$ cat src/rtl/bist_pkg.sv
// bist_pkg: shared FSM state type, sizing helper and default polynomials for the BIST engine
package bist_pkg;
  typedef enum logic [1:0] {IDLE, RUN, DONE} state_t;
  localparam logic [4:0] LFSR_TAPS_5 = 5'b10100;
  localparam logic [3:0] MISR_POLY_4 = 4'b0011;
  localparam logic [7:0] MISR_POLY_8 = 8'h1d;
  function automatic int clog2(input int n);
    int r;
    r = 0;
    while ((1 << r) < n) r++;
    return r;
  endfunction
endpackage

$ cat src/rtl/bist_engine_if.sv
// bist_engine_if: control, golden compare and CUT pattern/response bundle of the BIST engine
interface bist_engine_if #(
  parameter int PAT_W = 5,
  parameter int SIG_W = 4,
  parameter int RESP_W = 1
);
  logic start;
  logic abort;
  logic [SIG_W-1:0] golden;
  logic [RESP_W-1:0] resp;
  logic [PAT_W-1:0] pat;
  logic [SIG_W-1:0] sig;
  logic busy;
  logic done;
  logic pass;
  modport master(output start, abort, golden, resp, input pat, sig, busy, done, pass);
  modport slave(input start, abort, golden, resp, output pat, sig, busy, done, pass);
endinterface

$ cat src/rtl/bist_lfsr.sv
// bist_lfsr: Fibonacci LFSR shifting left, feedback is the XOR of the masked state bits
module bist_lfsr #(
  parameter int W = 5,
  parameter logic [W-1:0] TAPS = 5'b10100
) (
  input  logic clk,
  input  logic rst,
  input  logic load,
  input  logic en,
  input  logic [W-1:0] seed,
  output logic [W-1:0] q
);
  always_ff @(posedge clk) begin
    if (rst) q <= '0;
    else if (load) q <= seed;
    else if (en) q <= {q[W-2:0], ^(q & TAPS)};
  end
endmodule

$ cat src/rtl/bist_misr.sv
// bist_misr: Galois MISR; nxt exposes the next signature so a compare can use it in the same cycle
module bist_misr #(
  parameter int W = 4,
  parameter logic [W-1:0] POLY = 4'b0011,
  parameter int IN_W = 1
) (
  input  logic clk,
  input  logic rst,
  input  logic clr,
  input  logic en,
  input  logic [IN_W-1:0] d,
  output logic [W-1:0] q,
  output logic [W-1:0] nxt
);
  assign nxt = {q[W-2:0], 1'b0} ^ (q[W-1] ? POLY : '0) ^ W'(d);
  always_ff @(posedge clk) begin
    if (rst || clr) q <= '0;
    else if (en) q <= nxt;
  end
endmodule

$ cat src/rtl/bist_engine.sv
// bist_engine: LFSR pattern source, MISR compactor and IDLE/RUN/DONE control with golden compare
module bist_engine
  import bist_pkg::*;
#(
  parameter int PAT_W = 5,
  parameter logic [PAT_W-1:0] PAT_TAPS = LFSR_TAPS_5,
  parameter logic [PAT_W-1:0] SEED = 5'b00001,
  parameter int N_PAT = 31,
  parameter int SIG_W = 4,
  parameter logic [SIG_W-1:0] SIG_POLY = MISR_POLY_4,
  parameter int RESP_W = 1
) (
  input logic clk,
  input logic rst,
  bist_engine_if.slave bus
);
  localparam int CNT_W = clog2(N_PAT + 1);
  localparam logic [PAT_W-1:0] SEED_EFF = (SEED == '0) ? PAT_W'(1) : SEED;
  state_t state;
  logic [CNT_W-1:0] cnt;
  logic [PAT_W-1:0] pat;
  logic [SIG_W-1:0] sig, sig_nxt;
  logic busy, done, pass;
  logic launch, step;
  assign launch = (state != RUN) && bus.start;
  assign step = (state == RUN) && !bus.abort;
  bist_lfsr #(.W(PAT_W), .TAPS(PAT_TAPS)) u_lfsr (
    .clk(clk), .rst(rst), .load(launch), .en(step), .seed(SEED_EFF), .q(pat)
  );
  bist_misr #(.W(SIG_W), .POLY(SIG_POLY), .IN_W(RESP_W)) u_misr (
    .clk(clk), .rst(rst), .clr(launch), .en(step), .d(bus.resp), .q(sig), .nxt(sig_nxt)
  );
  assign bus.pat = pat;
  assign bus.sig = sig;
  assign bus.busy = busy;
  assign bus.done = done;
  assign bus.pass = pass;
  always_ff @(posedge clk) begin
    if (rst) begin
      state <= IDLE;
      cnt <= '0;
      busy <= 1'b0;
      done <= 1'b0;
      pass <= 1'b0;
    end else if (launch) begin
      state <= RUN;
      cnt <= '0;
      busy <= 1'b1;
      done <= 1'b0;
      pass <= 1'b0;
    end else if (state == RUN && bus.abort) begin
      state <= IDLE;
      busy <= 1'b0;
      done <= 1'b0;
      pass <= 1'b0;
    end else if (state == RUN) begin
      cnt <= cnt + 1'b1;
      if (cnt == CNT_W'(N_PAT - 1)) begin
        state <= DONE;
        busy <= 1'b0;
        done <= 1'b1;
        pass <= (sig_nxt == bus.golden);
      end
    end
  end
endmodule

$ cat src/flat_wrapper.sv
// flat-port wrapper written by rule: the top's interface ports become plain ports
module bist_engine_flat import bist_pkg::*;
#(
  parameter int PAT_W = 5,
  parameter logic [PAT_W-1:0] PAT_TAPS = LFSR_TAPS_5,
  parameter logic [PAT_W-1:0] SEED = 5'b00001,
  parameter int N_PAT = 31,
  parameter int SIG_W = 4,
  parameter logic [SIG_W-1:0] SIG_POLY = MISR_POLY_4,
  parameter int RESP_W = 1
)
  (clk, rst, bus_start, bus_abort, bus_golden, bus_resp, bus_pat, bus_sig, bus_busy, bus_done, bus_pass);
  bist_engine_if #(.PAT_W(PAT_W), .SIG_W(SIG_W), .RESP_W(RESP_W)) bus_i ();
  input logic clk;
  input logic rst;
  input wire logic [$bits(bus_i.start)-1:0] bus_start;
  input wire logic [$bits(bus_i.abort)-1:0] bus_abort;
  input wire logic [$bits(bus_i.golden)-1:0] bus_golden;
  input wire logic [$bits(bus_i.resp)-1:0] bus_resp;
  output wire logic [$bits(bus_i.pat)-1:0] bus_pat;
  output wire logic [$bits(bus_i.sig)-1:0] bus_sig;
  output wire logic [$bits(bus_i.busy)-1:0] bus_busy;
  output wire logic [$bits(bus_i.done)-1:0] bus_done;
  output wire logic [$bits(bus_i.pass)-1:0] bus_pass;
  assign bus_i.start = bus_start;
  assign bus_i.abort = bus_abort;
  assign bus_i.golden = bus_golden;
  assign bus_i.resp = bus_resp;
  assign bus_pat = bus_i.pat;
  assign bus_sig = bus_i.sig;
  assign bus_busy = bus_i.busy;
  assign bus_done = bus_i.done;
  assign bus_pass = bus_i.pass;
  bist_engine #(.PAT_W(PAT_W), .PAT_TAPS(PAT_TAPS), .SEED(SEED), .N_PAT(N_PAT), .SIG_W(SIG_W), .SIG_POLY(SIG_POLY), .RESP_W(RESP_W)) u_core (.clk(clk), .rst(rst), .bus(bus_i));
endmodule
$ cat config.mk
export PLATFORM = sky130hd
export DESIGN_NAME = bist_engine_flat
export DESIGN_NICKNAME = d
export VERILOG_FILES = /design/src/rtl/bist_pkg.sv /design/src/rtl/bist_engine_if.sv /design/src/rtl/bist_lfsr.sv /design/src/rtl/bist_misr.sv /design/src/rtl/bist_engine.sv /design/src/flat_wrapper.sv
export SDC_FILE = /design/constraint.sdc
export NUM_CORES = 1
export LEC_CHECK = 0
export BUFFER_PORTS_ARGS = -buffer_cell sky130_fd_sc_hd__clkbuf_2
export CORE_AREA = 2 2 42 44
export CTS_CLUSTER_SIZE = 24
export DETAILED_ROUTE_END_ITERATION = 16
export DIE_AREA = 0 0 44 46
export GPL_TIMING_DRIVEN = 0
export PLACE_DENSITY_LB_ADDON = 0.2
export RECOVER_POWER = 50
export SYNTH_ARGS = -nofsm -noshare
export SYNTH_HDL_FRONTEND = slang
export SYNTH_SLANG_ARGS = --single-unit
$ cat constraint.sdc
create_clock -name clk -period 3.35 [get_ports clk]
set_input_delay 0.335 -clock clk [delete_from_list [all_inputs] [get_ports clk]]
set_output_delay 0.335 -clock clk [all_outputs]
set_load 0.01 [all_outputs]
---- Word level (Yosys, flattened, before mapping) ----
Index checks and enable logic that the tools add are counted.
storage, ports and cells
  output and inout port bits .............. 12
  register bits ........................... 18
cells by class
  bitwise logic cells ..................... 3
  mux-type cells .......................... 11
  reductions and logical operators ........ 14
  equal/unequal tests ..................... 4
  add/subtract/negate cells ............... 1
operators with widths
  cell                                                 number
  two-way mux 1 bit                                    10
  AND reduction 2 bit                                  3
  nonzero test 3 bit                                   2
  adder 5 x 1 -> 5 bit, second input constant          1
  equality test 5 bit, second input constant           1
  XOR reduction 5 bit                                  1
  equality test 4 bit                                  1
  bitwise XOR 4 x 1 -> 4 bit                           1
  bitwise XOR 4 bit                                    1
  logical AND 1 bit                                    3
  OR reduction 3 bit                                   1
  equality test 2 x 1 -> 1 bit, second input constant  1
  two-way mux 2 bit                                    1
  != test 2 x 1 -> 1 bit, second input constant        1
  nonzero test 2 bit                                   1
  OR reduction 2 bit                                   1
  zero test 1 bit                                      1
  logical OR 1 bit                                     1
  NOT 1 bit                                            1

---- Logic depth before layout (Yosys ltp) ----
Gate-level depths: netlist (run 1).
  depth in word-level cells ............... 5
  depth in mapped cells ................... 6
  mapped depth without buffers ............ 6

---- Modules after synthesis ----
Synthesis (run 1) repeated with hierarchy kept, for this count alone.
unflattened totals
  cell total of the unflattened synthesis .. 97
  area total of the unflattened synthesis .. 899.6 um2
by module, submodules not included
  module       area an instance (um2)  sequential area each (um2)  cells each  instances
  bist_engine  460.4                   160.2                       54          1
  bist_lfsr    251.5                   100.1                       24          1
  bist_misr    187.7                   80.1                        19          1

---- Least setup slack after synthesis (run 1) ----
Ideal clock, no wire load.
  path type ............................... register to register
  start point ............................. reg u_core.state[0]
  end point ............................... reg u_core.cnt[3]
  buffers on the path ..................... 1
  cell stages (with the launch flop) ...... 6
  path slack .............................. 2.026 ns
  arrival time ............................ 1.254 ns
  clock period less this slack ............ 1.324 ns
  cell sequence ........................... dfxtp_1 > nor2b_1 > nand2b_1 > buf_2 > or3_1 > a21oi_1
on the way
  longest elaborated chain between the ends .. 4
ends and longest elaborated chain
  item                           line                                  RTL
  from (decl)                    bist_engine.sv:19                     state_t state;
  from (signal assigned)         bist_engine.sv:40                     state <= IDLE;
  from (signal assigned)         bist_engine.sv:46                     state <= RUN;
  from (signal assigned)         bist_engine.sv:52                     state <= IDLE;
  equality test 2 x 1 -> 1 bit   bist_engine.sv:51, bist_engine.sv:56
  logical AND 1 bit              bist_engine.sv:51                     end else if (state == RUN && bus.abort) begin
  NOT 1 bit (no line)            n/a
  AND reduction 2 bit (no line)  n/a
  to (signal assigned)           bist_engine.sv:57                     cnt <= cnt + 1'b1;
  to (decl)                      bist_engine.sv:20                     logic [CNT_W-1:0] cnt;
Parallel ways exist; a longest one is shown, timed or not.
A chain may end at the register's enable or synchronous reset.

---- Worst setup path in the final report (run 1) ----
Same ends and word-level chain as after synthesis.

==> impl_metrics.ini, run 1 <==
[final_layout]
nFillCells = 167
seq_area_um2 = 340.3
drive_gt1_share_pct = 14.53
postLayoutCoreUtil_pct = 56.20
antenna_cells = 0
syn2layout_area_growth_pct = 17.31
multi_input_area_um2 = 396.6
fin_nets = 129

[clocking]
cts_tree = yes
cts_sinks = 17
cts_resized = 0
cts-root-buf = clkbuf_4
numCtsBuffers = 3
cts_setup_buffers = 0
clk_pin_slew_ps = 100
cts_buffer_depth = 2
cts_max_level = 1
worstSkewPairLatency_ps = 290
holdBufCountCts = 0

[synth]
synth_compound_area_share_pct = 12.62
netlist_top_cells_count = 21 x nand2_1, 17 x dfxtp_1, 10 x a21oi_1
synth-xor-area-share_pct = 11.33
ys_seq_area_share_pct = 44.01
synth_edf_count = 0
synthTopCellsByArea = dfxtp_1 44%, nand2_1 10%, a21oi_1 6.5%, xnor2_1 5.7%, xor2_1 5.7%
synth_area_leader_cell = dfxtp_1
synth_cells = 93
syn-cell-area_um2 = 773.2
synth_fa_ha_area_share_pct = 3.236
synth.most_common_cell = nand2_1
synth_warnings = 0
synthMuxAreaShare_pct = 0
synthSimpleGateAreaFrac_pct = 24.11
synth.top_cell.area_share_pct = 44.01
synthFlopType = dfxtp_1
syn_area_per_cell_um2 = 8.314
synth_top_family_by_area = simple AND/OR/NAND/NOR gates
async_reset_ff_share_pct = 0
synth.distinct_cells = 23
syn-num-nets = 104
synth-seq-cells = 17

[global_route]
antenna_found_initial = 0
grt.total_usage_pct = 16.83
grt_max_degree = 11
first_global_vias = 571
grt.overflow.total = 0
grt_pass1_wl_mm = 2.415

[placement]
dpl.hpwl_mm = 1.120
gp_congestion = 0.7233
port_buffers = 20

[power]
vdd_drop_max_mv = 0.2226
leakage_nw = 0.3444
p_per_area_mw_per_mm2 = 401.6
p_total_w = 0.0003643

[timing]
fin_crit_sh_pct = 44.57
max_freq_mhz = 669.7
rsz0062_at_grt = no
hold_violations = 0
setup_tns_ps = 0
max_slew_margin_pct = 70.84
period_minus_slack_ps = 1493
setup_viol = 0
final_max_slew_viol_count = 0
skew_ps = 1.276
tightestPinTransition_ps = 437.4

[route]
drt_iter0_drc = 14
vias = 677
drtAntennaViolNets = 0
post_drt_wl_per_cell_um = 11.44
wl_mm = 1.533
routed_via_density = 5.052
drcViolationCount = 0
first_pass_iters = 4

[hold_path]
hp-class = in -> reg

[floorplanning]
initial_utilization_pct = 47.91
dieHeight_um = 46
boundaryPins = 21
die_area_mm2 = 0.002024
die_w_um = 44
core_mm2 = 0.001614
rows = 15

[run]
cap_violations = 0

[critical_path]
cp.required_ps = 3580
cp-start-kind = flop
critPathKind = reg -> reg
cpPeakStageDelay_ps = 420
crit_chain = nor2b_1 -> nand2b_1 -> clkbuf_1 -> or3_1 -> a21oi_1
crit_path_top_delay_cell = dfxtp_1
cp-end-kind = flop
cp.arrival_ps = 1720
critPathMaxFanout = 10

[status]
status = finished, final reports clean
[kinds of logic after synthesis]
group / Yosys count
buffers and inverters: 7
xor gates and xnor gates: 10
AOI/OAI and AO/OA: 16
and+or+nand+nor: 41
DFF: 17
adders and majority gates: 2
[state kept, by name, summed over array words and instances, names as in the netlist]
signal and cells:
u_core.bus.done 1, u_core.state 1, u_core.u_misr.q 4, u_core.bus.pass 1, u_core.u_lfsr.q 5, u_core.cnt 5
[cell type report]
class                      instances  area share [%]
timing repair buffer              20           9.655
buffer                             5           3.034
sequential                        17           37.52
inverter                           2          0.8276
multi-input combinational         69           43.72
tap                               17           2.345
clock buffer                       4           2.897
[critical path, delay by kind of cell, from the launching register on]
family	cells	cell delay [ps]
and+or+nand+nor	3	650
DFF	1	420
buffers and inverters	1	220
AOI/OAI and AO/OA	1	140
[stage by stage]
step	hold slack [ps]	instances	cell area, um^2	worst slack (ps)
finish	198.1	134	907.1	1857
global route	194.8	134	907.1	1684
CTS	195.1	134	920.9	1861
detailed placement	455.5	130	894.6	1871
global placement	435.8	130	894.6	1894
floorplan	404.1	93	773.2	2026
[per-layer routing]
metal | vias to the layer above | wire, um | GRT usage (%)
li1 | 360 | - | -
met1 | 296 | 747 | 20.77
met2 | 15 | 671 | 26.18
met3 | 6 | 74 | 3.968
met4 | 0 | 40 | 10.91
met5 | - | 0 | 0
[where the power goes]
part	internal, W	leakage (nW)	switching [W]
registers	0.000207	0.138	0.00000475
logic	0.0000166	0.192	0.0000233
clock network	0.0000464	0.0150	0.0000667
total	0.000270	0.344	0.0000948
[worst paths after layout]
kind,from,endpoint,slack [ps],depth (start not counted)
max,u_core.state[0]$_SDFFE_PP0P_,u_core.cnt[3]$_SDFFE_PP0P_,1860,5
min,rst,u_core.state[0]$_SDFFE_PP0P_,200,2
max reg2reg,u_core.state[0]$_SDFFE_PP0P_,u_core.cnt[3]$_SDFFE_PP0P_,1860,5
min reg2reg,u_core.bus.pass$_SDFFE_PP0P_,u_core.bus.pass$_SDFFE_PP0P_,460,2
[cells in the final DEF, fill, tap and decap left out, drive strengths merged]
cell type | synthesis | final
nor2b | 1 | 1
nand3 | 3 | 3
nor2 | 7 | 7
nor3 | 2 | 2
nor3b | 1 | 1
a21oi | 10 | 10
o221a | 1 | 1
clkbuf | 0 | 27
buf | 5 | 2
ha | 2 | 2
o2111ai | 1 | 1
or3 | 2 | 2
and3 | 1 | 1
xor2 | 5 | 5
nand4 | 1 | 1
inv | 2 | 2
nand2 | 21 | 21
xnor2 | 5 | 5
dfxtp | 17 | 17
a211oi | 3 | 3
nand2b | 2 | 2
o21ai | 1 | 1
Note: power is estimated with default switching activity, not from simulation.
==> inputs of run 2 (changes only) <==
--- a/config.mk
+++ b/config.mk
@@ -5,11 +5,12 @@
 export SDC_FILE = /design/constraint.sdc
 export NUM_CORES = 1
 export LEC_CHECK = 0
+export ABC_AREA = 1
 export BUFFER_PORTS_ARGS = -buffer_cell sky130_fd_sc_hd__clkbuf_2
-export CORE_AREA = 2 2 42 44
+export CORE_AREA = 2 2 49 42
 export CTS_CLUSTER_SIZE = 24
 export DETAILED_ROUTE_END_ITERATION = 16
-export DIE_AREA = 0 0 44 46
+export DIE_AREA = 0 0 51 44
 export GPL_TIMING_DRIVEN = 0
 export PLACE_DENSITY_LB_ADDON = 0.2
 export RECOVER_POWER = 50
==> constraint.sdc (replaced) <==
create_clock -name clk -period 1.5 [get_ports clk]
set_input_delay 0.15 -clock clk [delete_from_list [all_inputs] [get_ports clk]]
set_output_delay 0.15 -clock clk [all_outputs]
set_load 0.01 [all_outputs]
==> run 2 against run 1 <==
  * Sequential power grew 120%
  * Cell area grew 8.0%
  * Sequential share of layout area shrank 2.8 points
  * Cell count up 25%
  * Largest power group unchanged
  * Highest routed layer unchanged
==> impl_metrics.ini, run 2 <==
[status]
status = finished, final reports clean

[timing]
setup_tns_ps = 0
max_slew_margin_pct = 82.99
hold_violations = 0
max_freq_mhz = 837.3
period_minus_slack_ps = 1194
final_max_slew_viol_count = 0
tightestPinTransition_ps = 253.7
skew_ps = 1.024
fin_crit_sh_pct = 79.62
setup_viol = 0
rsz0062_at_grt = no

[final_layout]
drive_gt1_share_pct = 15.97
fin_area_um2 = 979.7
fin_nets = 156
biggestRegsByFlops = u_core.cnt: 5 flops, u_core.u_lfsr.q: 5 flops, u_core.u_misr.q: 4 flops
syn2layout_area_growth_pct = 16.69
layout_common_cells = 34 x nand2_1, 17 x inv_1, 17 x dfxtp_1
nFillCells = 186
antenna_cells = 0
layout_commonest_cell = nand2_1

[clocking]
cts_tree = yes
worstSkewPairLatency_ps = 290
cts_setup_buffers = 0
clk_pin_slew_ps = 100
cts_buffer_depth = 2
cts_sinks = 17
numCtsBuffers = 3
cts-root-buf = clkbuf_4
holdBufCountCts = 0
cts_resized = 0
cts_max_level = 1

[route]
drt_iter0_drc = 17
post_drt_wl_per_cell_um = 9.964
drtAntennaViolNets = 0
first_pass_iters = 4
wl_mm = 1.674
vias = 785
routed_via_density = 4.673
drcViolationCount = 0

[placement]
dpl.hpwl_mm = 1.263
gp_congestion = 0.8012
port_buffers = 20
dpl-instance-area_um2 = 969.7

[synth]
async_reset_ff_share_pct = 0
syn-num-nets = 131
synth-seq-cells = 17
syn_area_per_cell_um2 = 6.996
synth.most_common_cell = nand2_1
synthFlopType = dfxtp_1
syn-cell-area_um2 = 839.6
synth_cells = 120
synth.distinct_cells = 21
netlist_top_cells_count = 33 x nand2_1, 17 x dfxtp_1, 17 x inv_1
synth_edf_count = 0
synthTopCellsByArea = dfxtp_1 41%, nand2_1 15%, a21oi_1 8.3%, inv_1 7.6%, o21ai_0 3.6%
synth_area_leader_cell = dfxtp_1
ys_seq_area_share_pct = 40.54
synth.top_cell.area_share_pct = 40.54
synth_warnings = 0

[global_route]
grt_max_degree = 11
grt_pass1_wl_mm = 3.070
antenna_found_initial = 0
first_global_vias = 736
grt.total_usage_pct = 18.23
grt.overflow.total = 0

[floorplanning]
die_area_mm2 = 0.002244
dieHeight_um = 44
rows = 14
boundaryPins = 21
die_w_um = 51
core_mm2 = 0.001769
initial_utilization_pct = 47.45

[power]
p_per_area_mw_per_mm2 = 845.1
vdd_drop_max_mv = 0.6631
leakage_nw = 0.4449

[run]
cap_violations = 0

[critical_path]
critPathMaxFanout = 4
crit_chain = inv_1 -> ha_1 -> nand2_1 -> nor3_2 -> inv_1 -> nand2_1 -> a21oi_1
cpPeakStageDelay_ps = 340
cp.arrival_ps = 1380
cp-start-kind = flop
cp-end-kind = flop
cp.required_ps = 1690
crit_path_top_delay_cell = dfxtp_1
critPathKind = reg -> reg

[hold_path]
hp-class = in -> reg
## run 2: cells by family after synthesis
logic type | Yosys count | synth area share (%)
AND/OR/NAND/NOR | 53 | 27.87
flip-flops | 17 | 40.54
adder cells (fa/ha/maj) | 2 | 2.980
AO/OA/AOI/OAI | 23 | 14.75
XOR/XNOR | 2 | 2.087
buffers and inverters | 23 | 11.77
## run 2: layer usage
layer	vias to the layer above	GRT usage [%]	routed length, um
met3	2	6.207	72
met2	15	28.57	717
met4	0	4.865	13
met1	343	24.09	871
li1	425	-	-
met5	-	0	0
## run 2: cell type report
class | count | area (um^2) | area share (%)
multi-input cells | 80 | 397.9 | 40.61
inverters | 19 | 71.32 | 7.280
clock buffers | 4 | 26.28 | 2.682
flip-flops and latches | 17 | 340.3 | 34.74
repair buffers | 20 | 86.33 | 8.812
well taps | 24 | 30.03 | 3.065
plain buffers | 4 | 27.53 | 2.810
## run 2: critical path: cells and delay by family, from the launching register on
kind / cells / cell delay (ps)
AOI/OAI and AO/OA: 1 / 50
buffers and inverters: 2 / 160
DFF: 1 / 340
and+or+nand+nor: 3 / 380
adders and majority gates: 1 / 170
## run 2: report_power, final
group / total, W / internal, W / leakage [nW] / switching [W]
Combinational: 0.000108 / 0.0000411 / 0.292 / 0.0000668
Sequential: 0.000474 / 0.000463 / 0.138 / 0.0000113
Clock: 0.000246 / 0.000103 / 0.0150 / 0.000143
## run 2: through the flow
step | power (W) | setup slack, ps | utilization, % | hold WS (ps) | std cells
CTS | 0.0008428 | 301.8 | 56.29 | 31.08 | 168
finish | 0.0008279 | 305.7 | 55.37 | 42.43 | 168
global route | 0.0008733 | 158.5 | 55.37 | 39.58 | 168
detailed placement | 0.0005958 | 318.6 | 54.81 | 348.4 | 164
global placement | 0.0005923 | 346.8 | 54.81 | 343.0 | 164
floorplan | 0.0005578 | 450.6 | - | 219.1 | 120
## run 2: final timing paths
| check | from | end | slack, ps | cells after the start |
|---|---|---|---|---|
| max | u_core.cnt[0]$_SDFFE_PP0P_ | u_core.state[0]$_SDFFE_PP0P_ | 310 | 7 |
| min | rst | u_core.state[0]$_SDFFE_PP0P_ | 40 | 2 |
| max reg2reg | u_core.cnt[0]$_SDFFE_PP0P_ | u_core.state[0]$_SDFFE_PP0P_ | 310 | 7 |
| min reg2reg | u_core.u_lfsr.q[1]$_SDFFE_PP0P_ | u_core.u_lfsr.q[1]$_SDFFE_PP0P_ | 490 | 2 |
